--- src/rtl/pipelined_core_pkg.sv ---
// Shared definitions for pipelined_core_p: opcode encodings, instruction field
// positions and small decode helpers.
package pipelined_core_pkg;

    localparam logic [2:0] OP_ADD   = 3'b000;
    localparam logic [2:0] OP_SUB   = 3'b001;
    localparam logic [2:0] OP_AND   = 3'b010;
    localparam logic [2:0] OP_LOAD  = 3'b011;
    localparam logic [2:0] OP_STORE = 3'b100;
    localparam logic [2:0] OP_ADDI  = 3'b101;
    localparam logic [2:0] OP_NOP   = 3'b110;
    localparam logic [2:0] OP_HALT  = 3'b111;

    localparam int OPC_LSB = 29;
    localparam int RS_LSB  = 25;
    localparam int RT_LSB  = 21;
    localparam int RD_LSB  = 17;
    localparam int IMM_LSB = 0;

    // Widest datapath the sign-extension helper covers; callers cast down.
    localparam int SEXT_W = 64;

    typedef struct packed {
        logic       valid;
        logic [2:0] op;
        logic [3:0] rs;
        logic [3:0] rt;
        logic [3:0] rd;
        logic [15:0] imm;
    } if_id_t;

    function automatic logic [SEXT_W-1:0] sext16(input logic [15:0] v);
        return {{(SEXT_W-16){v[15]}}, v};
    endfunction

    function automatic logic op_writes_rd(input logic [2:0] op);
        return (op == OP_ADD) || (op == OP_SUB) || (op == OP_AND) ||
               (op == OP_LOAD) || (op == OP_ADDI);
    endfunction

endpackage

--- src/rtl/pipelined_core_p_alu.sv ---
// Combinational EX unit: ALU result and wrapped data-memory word address.
module pipelined_alu
    import pipelined_core_pkg::*;
#(
    parameter int DATA_W = 32,
    parameter int DA_W   = 4
) (
    input  logic [2:0]        op_i,
    input  logic [DATA_W-1:0] opa_i,
    input  logic [DATA_W-1:0] opb_i,
    input  logic [DATA_W-1:0] imm_i,
    output logic [DATA_W-1:0] result_o,
    output logic [DA_W-1:0]   addr_o
);

    logic [DATA_W-1:0] ea;

    // rs+imm serves both ADDI and the LOAD/STORE effective address.
    assign ea     = opa_i + imm_i;
    assign addr_o = ea[DA_W-1:0];

    always_comb begin
        result_o = '0;
        case (op_i)
            OP_ADD:  result_o = opa_i + opb_i;
            OP_SUB:  result_o = opa_i - opb_i;
            OP_AND:  result_o = opa_i & opb_i;
            OP_ADDI: result_o = ea;
            default: result_o = '0;
        endcase
    end

endmodule

--- src/rtl/pipelined_core_p.sv ---
// Four-stage (IF, ID, EX, WB) core with full forwarding, program-load port and
// retire observation. Memories and the regfile live here; the ALU is separate.
module pipelined_core_p
    import pipelined_core_pkg::*;
#(
    parameter int DATA_W     = 32,
    parameter int IMEM_DEPTH = 16,
    parameter int DMEM_DEPTH = 16,
    localparam int IA_W      = $clog2(IMEM_DEPTH),
    localparam int DA_W      = $clog2(DMEM_DEPTH)
) (
    input  logic              clk,
    input  logic              rst,
    input  logic              imem_we,
    input  logic [IA_W-1:0]   imem_addr,
    input  logic [31:0]       imem_wdata,
    input  logic [3:0]        dbg_raddr,
    output logic [DATA_W-1:0] dbg_rdata,
    output logic [31:0]       pc_o,
    output logic              halted,
    output logic              wb_valid,
    output logic [3:0]        wb_rd,
    output logic [DATA_W-1:0] wb_data
);

    logic [31:0]       imem_q [IMEM_DEPTH];
    logic [DATA_W-1:0] dmem_q [DMEM_DEPTH];
    logic [DATA_W-1:0] rf_q   [16];

    logic [31:0]       pc_q, pc_d;
    logic              halted_q;
    logic [IA_W-1:0]   fetch_idx, fetch_next;

    if_id_t            if_id_q;

    logic              id_ex_valid_q, id_ex_we_q;
    logic [2:0]        id_ex_op_q;
    logic [3:0]        id_ex_rd_q;
    logic [DATA_W-1:0] id_ex_a_q, id_ex_b_q, id_ex_imm_q;

    logic              ex_wb_we_q;
    logic [3:0]        ex_wb_rd_q;
    logic [DATA_W-1:0] ex_wb_data_q;

    logic [DATA_W-1:0] id_a, id_b, id_imm;
    logic              id_we;
    logic [DATA_W-1:0] alu_result, ex_result;
    logic [DA_W-1:0]   mem_addr;
    logic              ex_store, ex_halt;

    assign fetch_idx  = pc_q[2 +: IA_W];
    assign fetch_next = fetch_idx + IA_W'(1);
    assign pc_d       = {{(32-IA_W-2){1'b0}}, fetch_next, 2'b00};

    assign id_imm = DATA_W'(sext16(if_id_q.imm));
    assign id_we  = if_id_q.valid && op_writes_rd(if_id_q.op) && (if_id_q.rd != 4'd0);

    // The EX result (including LOAD data) beats the WB register, which beats
    // the regfile; the we flags already exclude r0 and invalid slots.
    always_comb begin
        id_a = rf_q[if_id_q.rs];
        if (id_ex_we_q && (id_ex_rd_q == if_id_q.rs))
            id_a = ex_result;
        else if (ex_wb_we_q && (ex_wb_rd_q == if_id_q.rs))
            id_a = ex_wb_data_q;

        id_b = rf_q[if_id_q.rt];
        if (id_ex_we_q && (id_ex_rd_q == if_id_q.rt))
            id_b = ex_result;
        else if (ex_wb_we_q && (ex_wb_rd_q == if_id_q.rt))
            id_b = ex_wb_data_q;
    end

    pipelined_alu #(
        .DATA_W (DATA_W),
        .DA_W   (DA_W)
    ) u_alu (
        .op_i     (id_ex_op_q),
        .opa_i    (id_ex_a_q),
        .opb_i    (id_ex_b_q),
        .imm_i    (id_ex_imm_q),
        .result_o (alu_result),
        .addr_o   (mem_addr)
    );

    assign ex_result = (id_ex_op_q == OP_LOAD) ? dmem_q[mem_addr] : alu_result;
    assign ex_store  = id_ex_valid_q && (id_ex_op_q == OP_STORE);
    assign ex_halt   = id_ex_valid_q && (id_ex_op_q == OP_HALT);

    always_ff @(posedge clk) begin
        if (imem_we)
            imem_q[imem_addr] <= imem_wdata;
    end

    // A store caught by reset is squashed like every other in-flight op.
    always_ff @(posedge clk) begin
        if (!rst && ex_store)
            dmem_q[mem_addr] <= id_ex_b_q;
    end

    always_ff @(posedge clk) begin
        if (rst) begin
            pc_q          <= '0;
            halted_q      <= 1'b0;
            if_id_q       <= '0;
            id_ex_valid_q <= 1'b0;
            id_ex_we_q    <= 1'b0;
            id_ex_op_q    <= OP_NOP;
            id_ex_rd_q    <= '0;
            id_ex_a_q     <= '0;
            id_ex_b_q     <= '0;
            id_ex_imm_q   <= '0;
            ex_wb_we_q    <= 1'b0;
            ex_wb_rd_q    <= '0;
            ex_wb_data_q  <= '0;
            for (int i = 0; i < 16; i++)
                rf_q[i] <= '0;
        end else begin
            if (ex_wb_we_q)
                rf_q[ex_wb_rd_q] <= ex_wb_data_q;

            ex_wb_we_q   <= id_ex_we_q;
            ex_wb_rd_q   <= id_ex_rd_q;
            ex_wb_data_q <= ex_result;

            if (ex_halt || halted_q) begin
                halted_q      <= 1'b1;
                if_id_q.valid <= 1'b0;
                id_ex_valid_q <= 1'b0;
                id_ex_we_q    <= 1'b0;
            end else begin
                pc_q          <= pc_d;
                if_id_q.valid <= 1'b1;
                if_id_q.op    <= imem_q[fetch_idx][OPC_LSB +: 3];
                if_id_q.rs    <= imem_q[fetch_idx][RS_LSB +: 4];
                if_id_q.rt    <= imem_q[fetch_idx][RT_LSB +: 4];
                if_id_q.rd    <= imem_q[fetch_idx][RD_LSB +: 4];
                if_id_q.imm   <= imem_q[fetch_idx][IMM_LSB +: 16];
                id_ex_valid_q <= if_id_q.valid;
                id_ex_we_q    <= id_we;
                id_ex_op_q    <= if_id_q.op;
                id_ex_rd_q    <= if_id_q.rd;
                id_ex_a_q     <= id_a;
                id_ex_b_q     <= id_b;
                id_ex_imm_q   <= id_imm;
            end
        end
    end

    assign dbg_rdata = rf_q[dbg_raddr];
    assign pc_o      = pc_q;
    assign halted    = halted_q;
    assign wb_valid  = ex_wb_we_q;
    assign wb_rd     = ex_wb_rd_q;
    assign wb_data   = ex_wb_data_q;

endmodule

--- config.mk ---
export PLATFORM = sky130hd
export DESIGN_NAME = pipelined_core_p
export DESIGN_NICKNAME = d
export VERILOG_FILES = /design/src/rtl/pipelined_core_pkg.sv /design/src/rtl/pipelined_core_p_alu.sv /design/src/rtl/pipelined_core_p.sv
export SDC_FILE = /design/constraint.sdc
export NUM_CORES = 2
export LEC_CHECK = 0
export ABC_CLOCK_PERIOD_IN_PS = 12580
export BUFFER_PORTS_ARGS = -buffer_cell sky130_fd_sc_hd__buf_2
export CELL_PAD_IN_SITES_DETAIL_PLACEMENT = 1
export CELL_PAD_IN_SITES_GLOBAL_PLACEMENT = 1
export CORE_MARGIN = 3
export CORE_UTILIZATION = 50
export CTS_CLUSTER_DIAMETER = 100
export CTS_CLUSTER_SIZE = 28
export DETAILED_ROUTE_END_ITERATION = 16
export HOLD_SLACK_MARGIN = 0.05
export PLACE_DENSITY = 0.78
export REMOVE_ABC_BUFFERS = 1
export SETUP_SLACK_MARGIN = 0.02
export SYNTH_ARGS = -nofsm -noshare
export SYNTH_HDL_FRONTEND = slang
export SYNTH_HIERARCHICAL = 1
export SYNTH_SLANG_ARGS = --single-unit
--- constraint.sdc ---
create_clock -name clk -period 12.58 [get_ports clk]
set_clock_uncertainty 0.05 [all_clocks]
set_input_delay 0.629 -clock clk [delete_from_list [all_inputs] [get_ports clk]]
set_output_delay 0.629 -clock clk [all_outputs]
set_load 0.02 [all_outputs]
==> results.yml <==
global_route:
  maximum_number_of_pins_on_one_net_before_global_route_repair: 96
  grt_pass1_wl_mm: 348
  antenna_found_initial: 15
  groute.usage.overall_pct: 29.2
  gr-total-overflow: 0
  first_global_vias: 50100
detailed_routing:
  antenna_left: 0
  via_count: 48500
  drtIter0Drc: 6276
  drt-wirelength-per-cell_um: 34.2
  initial_drt_pass_iterations: 5
  drc: 0
  routed_wirelength_mm: 240
  post_drt_via_cell_ratio: 6.93
placed_design:
  dp_hpwl_mm: 144
  dpl.cell_count: 6871
  gp_congestion: 0.885
  buffer_ports.inserted: 115
power_and_ir_drop:
  p_comb_share_pct: 19.9
  p_per_area_mw_per_mm2: 140
  peak_supply_drop_mv: 0.169
  power_frac_seq_pct: 56.0
  switchingPower_mw: 3.44
  leakage_nw: 27.8
  switching_share_pct: 29.1
  power.internal_mw: 8.39
  share_clk_of_total_power_pct: 24.1
clock_network:
  clk-insertion-delay-late_ns: 0.74
  cts_resized: 0
  cts_tree: "done"
  cts-buffers-inserted: 71
  cts_max_level: 3
  cts.sink_count: 1683
  cell_chosen_for_the_clock_root: "clkbuf_16"
  clock_pin_slew_of_the_registers_on_the_worst_case_setup_and_hold_paths_ns: 0.11
  post_cts_hold_buffer_count: 0
  cts_max_path_buffers: 3
  post_cts_buffers: 0
logic_synthesis:
  yosys.area.top_type_share_pct: 57.2
  synth_async_sr_flop_share_pct: 0
  largest_cells_by_area_after_synthesis: "edfxtp_1 (57%), mux4_2 (17%), dfxtp_1 (4.1%)"
  ys.warnings.count: 6
  synth-edff-count: 1520
  synth.avg_cell_area_um2: 16.1
  post_synth_most_frequent_cells: "edfxtp_1 (1,520), mux4_2 (589), and2_1 (520)"
  post_synth_num_cell_types: 84
  synth_most_common_cell: "edfxtp_1"
  syn-cell-area_mm2: 0.0798
  synthCells: 4960
  largest_area_contributor_in_the_netlist: "edfxtp_1"
  synth.yosys.seq_area_share_pct: 61.3
  ys_seq_elements: 1683
  synth-main-ff-cell: "edfxtp_1"
sta:
  setup_viol_count_final: 0
  rsz0062_at_grt: "false"
  final.period_utilization_pct: 45.8
  setup_total_negative_slack_ns: 0
  worst-slew-pin-transition_ns: 1.16
  slew_viol_final: 0
  hold_violations: 0
  period_minus_slack_ns: 5.76
  achievable_frequency_ghz: 0.174
  slew_headroom_pct: 22.2
hold_path:
  hold_path_startpoint: "imem_wdata[22]"
  worst_hold_path_type: "input port to flop"
worst_setup_path:
  worst_setup_path_end_kind: "flop"
  r2r-start: "id_ex_b_q[8]"
  arrival_time_at_the_worst_endpoint_ns: 6.28
  worstPathRequired_ns: 13.11
  crit_type: "flop to flop"
  maximum_fanout_count_along_the_critical_path: 21
  setup.worst_path.start_class: "flop"
  worstSetupStartpoint: "id_ex_b_q[8]"
final_layout:
  multiInputGateArea_mm2: 0.0295
  flow.area_growth_from_synthesis_pct: 6.22
  filler_cell_count: 14500
  stdcell_count: 7003
  layout-drive-gt1-share_pct: 21.7
  finalNetCount: 4996
  sequential_cell_area_mm2: 0.0489
floorplanning:
  core_area_mm2: 0.157
  initial_utilization_pct: 50.7
  die_ht_um: 406
  floorplan.rows: 145
  die_area_mm2: 0.164
  i_o_pin_count: 145
  fp.dieW_um: 406
run_status:
  status: "finished clean"
job:
  maxCapViolCount: 0
-- stage by stage --
step / area, um2 / setup WS, ns / hold WS, ns / power [mW] / utilization (%)
3_5_place_dp: 82700 / 6.84 / 0.405 / 9.07 / 52.5
2_1_floorplan: 77900 / 0.496 / 0.370 / 8.42 / -
4_1_cts: 84800 / 6.85 / 0.166 / 11.8 / 53.8
6_report: 84800 / 6.82 / 0.214 / 11.8 / 53.8
5_1_grt: 84800 / 6.46 / 0.190 / 12.2 / 53.8
3_3_place_gp: 82700 / 6.95 / 0.393 / 8.98 / 52.5
-- cells in the final DEF (no fill, tap or decap), types with 9 or more instances in the layout --
cell type / synthesis / final
and2_1: 520 / 519
xor2_1: 57 / 56
o211a_1: 15 / 15
dfxtp_1: 163 / 153
nand4_1: 11 / 11
nand3b_1: 14 / 14
buf_4: 47 / 137
nor3_2: 1 / 11
or2_2: 21 / 18
o221ai_1: 10 / 10
clkbuf_16: 0 / 73
nor2_4: 1 / 39
a32oi_1: 79 / 79
nand2b_1: 14 / 14
mux4_2: 589 / 589
o31ai_1: 9 / 9
a22oi_1: 141 / 141
a21o_1: 32 / 32
nor4_2: 32 / 32
clkbuf_1: 251 / 41
o22ai_1: 64 / 64
a31oi_1: 9 / 9
edfxtp_1: 1520 / 1520
conb_1: 1 / 28
nor2b_1: 16 / 12
xnor2_1: 48 / 47
ha_1: 65 / 64
inv_1: 18 / 18
o211ai_1: 9 / 9
nand2_1: 105 / 105
o311ai_1: 64 / 64
o21ai_0: 113 / 113
nor3_1: 52 / 41
buf_2: 85 / 111
a21oi_1: 142 / 142
nand3_1: 94 / 92
and3_1: 14 / 14
mux2i_1: 239 / 239
nor2_1: 158 / 119
-- critical path, stage by stage, from the launching register on --
cell      delay [ns]
dfxtp_1         0.56
or4_4           0.67
or4_4           0.48
nor4_4          0.36
nand2_2         0.16
nand2_1         0.12
xor2_1          0.18
ha_1            0.34
a21oi_1         0.27
nand2_1         0.11
or4_1           0.54
o32ai_2         0.42
o31ai_1         0.23
a31oi_1         0.32
a21oi_1         0.13
xnor2_1         0.18
o221ai_1        0.15
nor2_1          0.22
o311ai_1        0.11
-- registers in the layout (all words and copies together), names as in the netlist, 16 cells and up --
signal	count
dmem_q	512
wb_data	32
rf_q	512
id_imm	16
if_id_q	16
id_ex_imm_q	16
id_ex_a_q	32
id_ex_b_q	32
imem_q	496
-- final timing paths --
path	to	cells past startpoint	slack [ns]
hold / removal	imem_q[8][22]	1	0.21
hold reg to reg	id_ex_imm_q[15]	2	0.41
setup / recovery	id_ex_b_q[31]	18	6.82
setup reg to reg	id_ex_b_q[31]	18	6.82
-- metal layers --
| layer | vias up | GRT usage [%] | wire length (um) |
|---|---|---|---|
| met2 | 2720 | 45.8 | 112000 |
| met4 | 4 | 11.1 | 10100 |
| met5 | - | 0 | 27 |
| li1 | 19700 | - | - |
| met1 | 25700 | 40.5 | 92800 |
| met3 | 416 | 5.90 | 24300 |
-- kinds of logic after synthesis --
| logic type | Yosys count | synth area share [%] |
|---|---|---|
| AO/OA/AOI/OAI | 747 | 6.48 |
| XOR/XNOR | 106 | 1.17 |
| adder cells (fa/ha/maj) | 67 | 1.07 |
| buffers and inverters | 443 | 2.56 |
| flip-flops | 1683 | 61.3 |
| multiplexers | 828 | 19.6 |
| other | 1 | 0.00470 |
| AND/OR/NAND/NOR | 1085 | 7.81 |
-- area by class of cell --
class                   instances  share of cell area (%)
flip-flops and latches       1683                    57.7
multi-input cells            2861                    34.7
well taps                    2058                    3.04
clock buffers                 115                    2.35
repair buffers                251                    1.92
clock inverters                11                   0.118
inverters                      18                  0.0797
diodes                          6                  0.0177
-- power groups by stage --
| stage | Combinational, mW | Clock, mW | Sequential (mW) |
|---|---|---|---|
| floorplan | 1.71 | 0 | 6.71 |
| global placement | 2.26 | 0 | 6.73 |
| detailed placement | 2.32 | 0 | 6.75 |
| CTS | 2.33 | 2.89 | 6.62 |
| global route | 2.50 | 3.08 | 6.66 |
| finish | 2.35 | 2.85 | 6.62 |
Note: power is estimated with default switching activity, not from simulation.
